$ cat src/rtl/fsm_io_defs.sv
// rtl/fsm_io_defs.sv - shared state encoding and defaults for the input debouncer
//
// Purpose: state encoding of the per-channel debounce FSM and the default
//          debounce length, shared by debounce_channel and fsm_input_debouncer.
// Ports:   none (package).
package fsm_io_defs;

  // Bit 1 of the encoding is the debounced level: ONE and WAIT0 drive 1.
  typedef enum logic [1:0] {
    ZERO  = 2'b00,
    WAIT1 = 2'b01,
    ONE   = 2'b10,
    WAIT0 = 2'b11
  } db_state_e;

  localparam int DB_CYCLES_DEF = 16;

endpackage

$ cat src/rtl/debounce_channel.sv
// rtl/debounce_channel.sv - one synchronized, debounced input channel with edge ticks
//
// Purpose: two-flop synchronizer, 4-state debounce FSM with a stability
//          counter, and registered one-cycle rise/fall ticks.
// Ports:   clk     - system clock, posedge
//          reset_n - asynchronous active-low reset
//          raw     - raw asynchronous input level
//          level   - debounced level (bit 1 of the state register)
//          rise    - one-cycle pulse in the first cycle level is 1
//          fall    - one-cycle pulse in the first cycle level is 0
module debounce_channel
  import fsm_io_defs::*;
#(
  parameter  int DB_CYCLES = DB_CYCLES_DEF,
  localparam int CNT_W     = $clog2(DB_CYCLES)
) (
  input  logic clk,
  input  logic reset_n,
  input  logic raw,
  output logic level,
  output logic rise,
  output logic fall
);

  // DB_CYCLES-1 always fits in $clog2(DB_CYCLES) bits, so the counter never wraps.
  localparam logic [CNT_W-1:0] CNT_MAX = CNT_W'(DB_CYCLES - 1);

  logic             s1_q, s2_q;
  db_state_e        state_q, state_d;
  logic [CNT_W-1:0] cnt_q, cnt_d;
  logic             rise_q, rise_d;
  logic             fall_q, fall_d;

  always_ff @(posedge clk or negedge reset_n) begin
    if (!reset_n) begin
      s1_q    <= 1'b0;
      s2_q    <= 1'b0;
      state_q <= ZERO;
      cnt_q   <= '0;
      rise_q  <= 1'b0;
      fall_q  <= 1'b0;
    end else begin
      s1_q    <= raw;
      s2_q    <= s1_q;
      state_q <= state_d;
      cnt_q   <= cnt_d;
      rise_q  <= rise_d;
      fall_q  <= fall_d;
    end
  end

  always_comb begin
    state_d = state_q;
    cnt_d   = cnt_q;
    rise_d  = 1'b0;
    fall_d  = 1'b0;
    case (state_q)
      ZERO: begin
        if (s2_q) begin
          state_d = WAIT1;
          cnt_d   = '0;
        end
      end
      WAIT1: begin
        if (!s2_q) begin
          state_d = ZERO;
        end else if (cnt_q == CNT_MAX) begin
          state_d = ONE;
          rise_d  = 1'b1;   // ticks are registered alongside the state change
        end else begin
          cnt_d = cnt_q + CNT_W'(1);
        end
      end
      ONE: begin
        if (!s2_q) begin
          state_d = WAIT0;
          cnt_d   = '0;
        end
      end
      WAIT0: begin
        if (s2_q) begin
          state_d = ONE;
        end else if (cnt_q == CNT_MAX) begin
          state_d = ZERO;
          fall_d  = 1'b1;
        end else begin
          cnt_d = cnt_q + CNT_W'(1);
        end
      end
      default: begin
        state_d = ZERO;
        cnt_d   = '0;
      end
    endcase
  end

  assign level = state_q[1];
  assign rise  = rise_q;
  assign fall  = fall_q;

endmodule

$ cat src/rtl/fsm_input_debouncer.sv
// rtl/fsm_input_debouncer.sv - two independent debounce channels feeding the a/b sequence FSM
//
// Purpose: conditions raw switch levels raw_a/raw_b into clean levels a/b
//          plus one-cycle edge ticks.
// Ports:   clk, reset_n (async active-low), raw_a, raw_b,
//          a, b (debounced levels), a_rise, a_fall, b_rise, b_fall (ticks)
module fsm_input_debouncer
  import fsm_io_defs::*;
#(
  parameter int DB_CYCLES = DB_CYCLES_DEF
) (
  input  logic clk,
  input  logic reset_n,
  input  logic raw_a,
  input  logic raw_b,
  output logic a,
  output logic b,
  output logic a_rise,
  output logic a_fall,
  output logic b_rise,
  output logic b_fall
);

  debounce_channel #(.DB_CYCLES(DB_CYCLES)) u_chan_a (
    .clk     (clk),
    .reset_n (reset_n),
    .raw     (raw_a),
    .level   (a),
    .rise    (a_rise),
    .fall    (a_fall)
  );

  debounce_channel #(.DB_CYCLES(DB_CYCLES)) u_chan_b (
    .clk     (clk),
    .reset_n (reset_n),
    .raw     (raw_b),
    .level   (b),
    .rise    (b_rise),
    .fall    (b_fall)
  );

endmodule

$ cat config.mk
export PLATFORM = sky130hd
export DESIGN_NAME = fsm_input_debouncer
export DESIGN_NICKNAME = d
export VERILOG_FILES = /design/src/rtl/fsm_io_defs.sv /design/src/rtl/debounce_channel.sv /design/src/rtl/fsm_input_debouncer.sv
export SDC_FILE = /design/constraint.sdc
export NUM_CORES = 1
export LEC_CHECK = 0
export CORE_ASPECT_RATIO = 0.75
export CORE_MARGIN = 10
export CORE_UTILIZATION = 30
export DETAILED_ROUTE_END_ITERATION = 10
export GPL_TIMING_DRIVEN = 0
export PLACE_DENSITY_LB_ADDON = 0.1
export SLEW_MARGIN = 40
export SYNTH_ARGS = -nofsm -noshare
export SYNTH_HDL_FRONTEND = slang
export SYNTH_SLANG_ARGS = --single-unit
$ cat constraint.sdc
create_clock -name clk -period 1.2 [get_ports clk]
set_input_delay 0.3 -clock clk [delete_from_list [all_inputs] [get_ports clk]]
set_output_delay 0.3 -clock clk [all_outputs]
set_load 0.1 [all_outputs]
==> results of run 1 <==
-- cell usage after synthesis --
master / count / area share
mux2_4: 1 / 0.018
xor2_1: 1 / 0.011
and3_1: 2 / 0.015
nor3b_1: 4 / 0.036
nand2_1: 7 / 0.032
ha_1: 2 / 0.030
or3b_1: 1 / 0.011
xnor2_1: 1 / 0.011
xor2_2: 1 / 0.020
mux2_2: 2 / 0.027
a41oi_1: 1 / 0.011
nor2_1: 1 / 0.0045
nand4_1: 4 / 0.030
dfrtp_1: 20 / 0.60
nor2b_1: 1 / 0.0075
nand2b_1: 1 / 0.0075
a21bo_2: 1 / 0.012
o21ai_0: 3 / 0.018
nand4b_1: 1 / 0.011
a21oi_1: 7 / 0.042
inv_1: 2 / 0.0090
nand3_1: 6 / 0.036
-- worst max-delay path by stage --
stage,slack (ns),cells after the start,from,endpoint
after global placement,-0.71,1,flip-flop,b
after detailed placement,-0.24,4,u_chan_a.cnt_q[0]$_DFFE_PN0P_,u_chan_a.cnt_q[0]$_DFFE_PN0P_
final,-0.12,4,u_chan_a.cnt_q[1]$_DFFE_PN0P_,flip-flop
after floorplan,-0.20,3,flip-flop,u_chan_a.cnt_q[3]$_DFFE_PN0P_
after global routing,-0.18,4,u_chan_a.cnt_q[0]$_DFFE_PN0P_,u_chan_a.cnt_q[0]$_DFFE_PN0P_
after CTS,-0.10,4,u_chan_a.cnt_q[1]$_DFFE_PN0P_,flip-flop
-- kinds of logic after synthesis --
group / Yosys count / share of synthesized area
DFF: 20 / 0.602
AOI/OAI and AO/OA: 12 / 0.0828
adders and majority gates: 2 / 0.0301
xor gates and xnor gates: 3 / 0.0407
muxes: 3 / 0.0452
buffers and inverters: 2 / 0.00904
and+or+nand+nor: 28 / 0.190
-- through the flow --
step           utilization  TNS, ns  total power, uW
6_report             0.489   -0.629             1610
3_3_place_gp         0.391    -9.92              911
4_1_cts              0.462   -0.526             1620
2_1_floorplan            -   -0.543              864
3_5_place_dp         0.378    -1.01              913
5_1_grt              0.489    -1.27             1700
-- power groups by stage --
stage	clock [uW]	sequential [uW]	combinational, uW
after floorplan	0	780	84.7
after global placement	0	790	121
after detailed placement	0	790	123
after CTS	677	771	174
after global routing	709	781	208
final	654	774	183
-- layer usage --
metal | routed length, microns | global-route usage | vias up
met1 | 769 | 0.0829 | 298
met3 | 83 | 0.0340 | 2
met4 | 17 | 0.0194 | 0
li1 | - | - | 309
met2 | 774 | 0.0942 | 10
met5 | 0 | 0 | -
-- layout make-up --
type	instances	area, sq um
Inverter	2	7.51
Timing Repair Buffer	24	229
Multi-Input combinational cell	48	419
Sequential cell	20	509
Tap cell	36	45.0
Fill cell	249	1340
Clock inverter	1	30.0
Clock buffer	3	41.3
-- repair_timing --
item / CTS / global route
buffers inserted: 10 / 4
endpoints found under the hold margin: 12 / 0
endpoints found under the setup margin: 16 / 16
pin swaps: 5 / 7
resized for setup: 17 / 12
hold buffers: 1 / 0
-- registers in the layout, indices dropped and copies added, names as in the netlist, named ones only --
signal and flops:
u_chan_a.cnt_q 4, u_chan_b.s2_q 1, u_chan_b.s1_q 1, u_chan_a.s2_q 1, u_chan_b.rise 1, u_chan_b.cnt_q 4
u_chan_b.state_q 1, u_chan_a.fall 1, u_chan_a.rise 1, u_chan_b.fall 1, u_chan_a.s1_q 1, u_chan_a.state_q 1
-- critical path: stages, from the launching register on --
cell	delay [ns]
dfrtp_1	0.40
ha_2	0.19
nand4_1	0.15
buf_4	0.16
mux2_2	0.32
==> results.yml, run 1 <==
die:
  design.core.area_sq_um: 2620
  fp.dieH_microns: 65.6
  row_count: 16
  start_util: 0.317
  die_area_sq_um: 5300
  die_w_microns: 80.8
  ios: 10
timing:
  slew-limit-headroom: 0.701
  fin_crit_ns: 1.32
  setup_viol: 9
  fin_ws_ns: -0.123
  drv_slew: 0
  period_share: 1.10
  worst_pin_slew_ns: 0.449
  hold_ws_ns: 0.350
  grt_setup_unrepaired: "true"
  hold_viol_final: 0
  skew_ns: 0.00783
  fmax_mhz: 756
drt:
  vias: 619
  ant_nets: 0
  via_per_inst: 4.62
  drc_errors: 0
  initialDrtViolationCount: 34
  drt-wirelength-per-cell_microns: 12.3
  drt_first_pass_iters: 4
  wirelength_microns: 1640
clock_tree:
  htreeDepth: 1
  cts.sinks: 20
  clockRootBuffer: "clkbuf_8"
  clockBufferDepth: 2
  clk_latency_ns: 0.25
  clk_pin_slew_ns: 0.08
  cts_tree: "built"
  numCtsBuffers: 3
cells_and_area:
  stdcell_area_sq_um: 1280
  nNetsFinal: 105
  insertedDiodeCount: 0
  fin_cells: 134
  area_growth_pct: 54.2
  final_common_cell: "dfrtp_1"
  drive_above_1_share: 0.469
  mostFrequentLayoutCells: "dfrtp_1 (17), buf_4 (13), a21oi_1 (7)"
logic_synthesis:
  synth_area_sq_um: 831
  synth_warnings: 0
  netlist_instances: 70
  synth_cell_types: 22
  syn_avg_cell_area_sq_um: 11.9
  syn-num-nets: 76
  ys_seq_area_frac: 0.602
  ys_ff_latch: 20
min_path:
  hold_path_startpoint: "u_chan_b.s1_q$_DFF_PN0_"
  whs_path_depth: 0
  min_path_type: "reg2reg"
  hold_end: "u_chan_b.s2_q$_DFF_PN0_"
placement:
  port_buffers: 9
  dp_slack_ns: -0.238
  dpl.cell_count: 115
  dpl_cell_area_sq_um: 991
  dpl.hpwl_microns: 1020
  gp_congestion: 0.680
power:
  p_sw_frac: 0.214
  clockPowerShare: 0.406
  p_int_uw: 1270
  ir_drop_uv: 734
  leakagePower_uw: 0.000572
  power_frac_seq: 0.480
  p_comb_frac: 0.114
  power.density_nw_per_um2: 1260
  power.switching_uw: 345
grt:
  grt_pass1_wl_microns: 2720
  antenna_found_initial: 0
  grt_pass1_vias: 565
  overflow: 0
  grt_max_degree: 21
  grt_use_total: 0.0655
run:
  cap_violations: 0
worst_setup_path:
  cp-start-kind: "flip-flop"
  crit_required_ns: 1.35
  reg2reg_from: "u_chan_a.cnt_q[1]$_DFFE_PN0P_"
  criticalPathCategory: "reg2reg"
  crit_fanout: 4
  crit_arrival_ns: 1.47
  worstRegToRegCells: 4
  rrSetupSlack_ns: -0.12
  cp-end-kind: "flip-flop"
outcome:
  violations: "setup timing"
  status: "finished, violations left"
No activity file was read; power rests on OpenSTA's default activity.
==> run 2, diff against run 1 <==
CORE_UTILIZATION = 25   (was 30)
HOLD_SLACK_MARGIN = 0.05   (was unset)
==> run 2 against run 1 <==
Against the previous run:
- the flow still finishes with violations (setup timing)
- total power fell by 8.8%
- via count rose by 4.5%
- cell area fell by 0.49%
- largest cell class unchanged
==> results.yml, run 2 (synthesis gave the netlist of run 1 again) <==
timing:
  hold_ws_ns: 0.353
  period_share: 1.12
  fin_ws_ns: -0.148
  slew-limit-headroom: 0.690
  drv_slew: 0
  skew_ns: 0.00146
  fmax_mhz: 742
  grt_setup_unrepaired: "true"
  worst_pin_slew_ns: 0.465
  hold_viol_final: 0
  setup_viol: 9
  fin_crit_ns: 1.35
power:
  clockPowerShare: 0.346
  p_total_uw: 1470
  ir_drop_uv: 552
  p_sw_frac: 0.240
  p_int_uw: 1120
  leakagePower_uw: 0.000559
  power_frac_seq: 0.527
  power.switching_uw: 352
  p_comb_frac: 0.127
  power.density_nw_per_um2: 1150
drt:
  vias: 647
  via_per_inst: 4.69
  initialDrtViolationCount: 53
  drt-wirelength-per-cell_microns: 12.7
  ant_nets: 0
  drt_first_pass_iters: 4
  wirelength_microns: 1760
  drc_errors: 0
placement:
  port_buffers: 9
  dp_slack_ns: -0.254
  gp_congestion: 0.707
  dpl.hpwl_microns: 1130
  dpl.cell_count: 119
cells_and_area:
  fin_util: 0.393
  drive_above_1_share: 0.490
  mostFrequentLayoutCells: "dfrtp_1 (15), buf_4 (14), a21oi_1 (7)"
  area_growth_pct: 53.5
  final_common_cell: "dfrtp_1"
  reg_top3: "u_chan_a.cnt_q x4, u_chan_b.cnt_q x4"
  nNetsFinal: 105
  fin_cells: 138
  fill_cells: 327
  insertedDiodeCount: 0
clock_tree:
  clk_latency_ns: 0.25
  clockBufferDepth: 2
  numCtsBuffers: 3
  clockRootBuffer: "clkbuf_8"
  cts.sinks: 20
  clk_pin_slew_ns: 0.07
  cts_tree: "built"
  htreeDepth: 1
die:
  ios: 10
  fp.dieH_microns: 69.9
  design.core.area_sq_um: 3240
  row_count: 18
  start_util: 0.256
  die_w_microns: 86.6
  die_area_sq_um: 6050
grt:
  grt_max_degree: 21
  antenna_found_initial: 0
  overflow: 0
  busiest_layer: "met2"
  grt_util_met3: 0.0324
  gr-usage-met2: 0.0925
  grt_use_total: 0.0594
  use_met1: 0.0687
  grt_pass1_wl_microns: 2930
  grt_pass1_vias: 649
outcome:
  violations: "setup timing"
  status: "finished, violations left"
worst_setup_path:
  cp-start-kind: "flip-flop"
  criticalPathCategory: "reg2reg"
  crit_required_ns: 1.35
  crit_arrival_ns: 1.49
  crit_fanout: 4
  cp-end-kind: "flip-flop"
min_path:
  min_path_type: "reg2reg"
run:
  cap_violations: 0
run 2: changes by cell type in the layout (fill, tap and decap cells not counted), sizes merged:
cell	before	now
bufinv	1	0
clkbuf	3	4
run 2: power by group through the flow:
stage / Combinational, uW / Clock [uW] / Sequential (uW)
after CTS: 179 / 531 / 771
after global routing: 214 / 556 / 781
after floorplan: 84.7 / 0 / 780
final: 186 / 509 / 774
after detailed placement: 123 / 0 / 791
after global placement: 121 / 0 / 792
run 2: worst max-delay path, cell delays in order (launching register included):
cell,delay (ns)
dfrtp_1,0.40
ha_2,0.19
nand4_1,0.16
buf_4,0.17
mux2_2,0.32
run 2: layer usage:
layer  routed length, microns  vias to the layer above
li1                         -                      306
met1                      789                      322
met2                      825                       17
met3                      127                        2
met4                       13                        0
met5                        0                        -
run 2: area by class of cell:
type	instances	area [sq um]	share of cell area
clock buffers	4	55.1	0.0432
well taps	40	50.0	0.0393
multi-input cells	48	425	0.334
flip-flops and latches	20	512	0.401
inverters	2	7.51	0.00589
repair buffers	24	225	0.177
run 2: worst paths after layout:
kind	start	end	slack (ns)	cells past startpoint
worst max-delay path	u_chan_a.cnt_q[0]$_DFFE_PN0P_	flip-flop	-0.15	4
worst min-delay path	u_chan_b.s1_q$_DFF_PN0_	u_chan_b.s2_q$_DFF_PN0_	0.35	0
worst max register to register	u_chan_a.cnt_q[0]$_DFFE_PN0P_	flip-flop	-0.15	4
worst min register to register	u_chan_b.s1_q$_DFF_PN0_	u_chan_b.s2_q$_DFF_PN0_	0.35	0
max in group asynchronous	reset_n	async pin	0.32	2
min in group asynchronous	reset_n	u_chan_a.cnt_q[1]$_DFFE_PN0P_	0.53	2
run 2: stage by stage:
stage | setup TNS, ns | cell area (sq um)
2_1_floorplan | -0.543 | 891
3_3_place_gp | -11.40 | 1030
3_5_place_dp | -1.05 | 996
4_1_cts | -0.541 | 1190
5_1_grt | -1.24 | 1270
6_report | -0.778 | 1270
run 2: repair_timing:
| action | CTS | global route |
|---|---|---|
| hold buffers | 1 | 0 |
| endpoints found under the setup margin | 16 | 14 |
| pin swaps | 6 | 5 |
| gates resized for setup | 18 | 11 |
| buffers inserted | 9 | 5 |
| hold endpoints to repair | 20 | 0 |
==> run 3, diff against run 2 <==
clock period = 1.72 ns   (was 1.2 ns; I/O delays follow)
==> run 3 against run 2 <==
Against the previous run:
- the run now ends clean
- clock power fell by 32%
- cell area is 22% lower
- die area unchanged
- cell count down 11%
- non-clock buffer count is 15 lower
- largest power group unchanged
- register-to-register slack improved by 0.35 ns
- flip-flop and latch count unchanged
- wire length fell by 14%
- first-iteration DRC count is 30% higher
- clock skew barely moved
- setup slack improved by 0.26 ns
==> results.yml, run 3 (synthesis gave the netlist of run 1 again) <==
cells_and_area:
  nNetsFinal: 90
  area_growth_pct: 19.4
  final_common_cell: "dfrtp_1"
  drive_above_1_share: 0.205
  mostFrequentLayoutCells: "dfrtp_1 (19), nand2_1 (7), a21oi_1 (7), buf_2 (7), nand3_1 (6)"
  fill_cells: 349
  stdcell_area_sq_um: 992
  insertedDiodeCount: 0
  reg_top3: "u_chan_a.cnt_q x4, u_chan_b.cnt_q x4"
timing:
  fin_crit_ns: 1.60
  setup_viol: 0
  worst_pin_slew_ns: 0.500
  slew-limit-headroom: 0.669
  hold_viol_final: 0
  drv_slew: 0
  grt_setup_unrepaired: "false"
  skew_ns: 0.00169
  fmax_mhz: 624
  fin_ws_ns: 0.116
  period_share: 0.932
grt:
  grt_util_met3: 0.0324
  grt_pass1_wl_microns: 2640
  grt_pass1_vias: 535
  grt_use_total: 0.0532
  busiest_layer: "met1"
  use_met1: 0.0738
  grt_max_degree: 21
  overflow: 0
  gr-usage-met2: 0.0671
  antenna_found_initial: 0
drt:
  initialDrtViolationCount: 69
  drt_first_pass_iters: 4
  drc_errors: 0
  via_per_inst: 4.56
  wirelength_microns: 1510
  ant_nets: 0
  drt-wirelength-per-cell_microns: 12.3
  vias: 561
power:
  leakagePower_uw: 0.000466
  power.density_nw_per_um2: 970
  ir_drop_uv: 397
  p_total_uw: 962
clock_tree:
  cts.sinks: 20
  cts_tree: "built"
  post_cts_buffers: 0
  clockBufferDepth: 2
  ctsHoldBuffers: 0
  htreeDepth: 1
  clk_pin_slew_ns: 0.07
  numCtsBuffers: 3
  cts_resized: 0
  clk_latency_ns: 0.25
  clockRootBuffer: "clkbuf_8"
worst_setup_path:
  path_buf_inv: 1
  worstRegToRegCells: 4
  criticalPathCategory: "reg2out"
  crit_fanout: 6
  reg2reg_from: "u_chan_b.cnt_q[0]$_DFFE_PN0P_"
  cp-start-kind: "flip-flop"
  cpPeakStageDelay_ns: 0.47
  crit_arrival_ns: 1.17
  crit_required_ns: 1.29
  crit_chain: "buf_2"
  cp_top_family: "buffers and inverters"
  slowest_stage: "buf_2"
  cp-end-kind: "primary output"
  rrSetupSlack_ns: 0.20
die:
  die_area_sq_um: 6050
  row_count: 18
  ios: 10
  die_w_microns: 86.6
  start_util: 0.256
  fp.dieH_microns: 69.9
  design.core.area_sq_um: 3240
outcome:
  status: "finished clean"
placement:
  dpl.hpwl_microns: 1060
  port_buffers: 9
  dpl_cell_area_sq_um: 937
  dp_slack_ns: 0.232
  gp_congestion: 0.719
run:
  cap_violations: 0
min_path:
  min_path_type: "in2async"
==> run 3: worst max-delay path by stage <==
stage / startpoint / end / cells past startpoint
floorplan: flip-flop / u_chan_b.cnt_q[3]$_DFFE_PN0P_ / 3
CTS: flip-flop / b / 1
detailed placement: u_chan_b.cnt_q[0]$_DFFE_PN0P_ / flip-flop / 4
global route: flip-flop / b / 1
global placement: flip-flop / b / 1
finish: flip-flop / b / 1
==> run 3: power breakdown <==
| part | switching (uW) | total (uW) | internal, uW |
|---|---|---|---|
| combinational | 39.6 | 78.4 | 38.9 |
| sequential | 35.8 | 538 | 502 |
| clock | 143 | 346 | 203 |
| total | 218 | 962 | 744 |
==> run 3: final cells by class <==
| type | instances | area, sq um | area share |
|---|---|---|---|
| sequential | 20 | 502 | 0.506 |
| multi-input combinational | 48 | 323 | 0.325 |
| clock buffer | 4 | 55.1 | 0.0555 |
| timing repair buffer | 9 | 55.1 | 0.0555 |
| tap | 40 | 50.0 | 0.0504 |
| inverter | 2 | 7.51 | 0.00757 |
==> run 3: stage by stage <==
| step | setup TNS, ns | std cells | utilization | hold slack (ns) |
|---|---|---|---|---|
| 6_report | 0 | 123 | 0.306 | 0.118 |
| 5_1_grt | 0 | 123 | 0.306 | 0.146 |
| 4_1_cts | 0 | 123 | 0.306 | 0.132 |
| 3_5_place_dp | 0 | 119 | 0.289 | 0.341 |
| 3_3_place_gp | -1.17 | 119 | 0.300 | 0.333 |
| 2_1_floorplan | 0 | 70 | - | 0.134 |
==> run 3: per-layer routing <==
metal / wire length, microns / vias up
met5: 0 / -
met1: 810 / 273
met3: 101 / 2
li1: - / 276
met4: 12 / 0
met2: 583 / 10
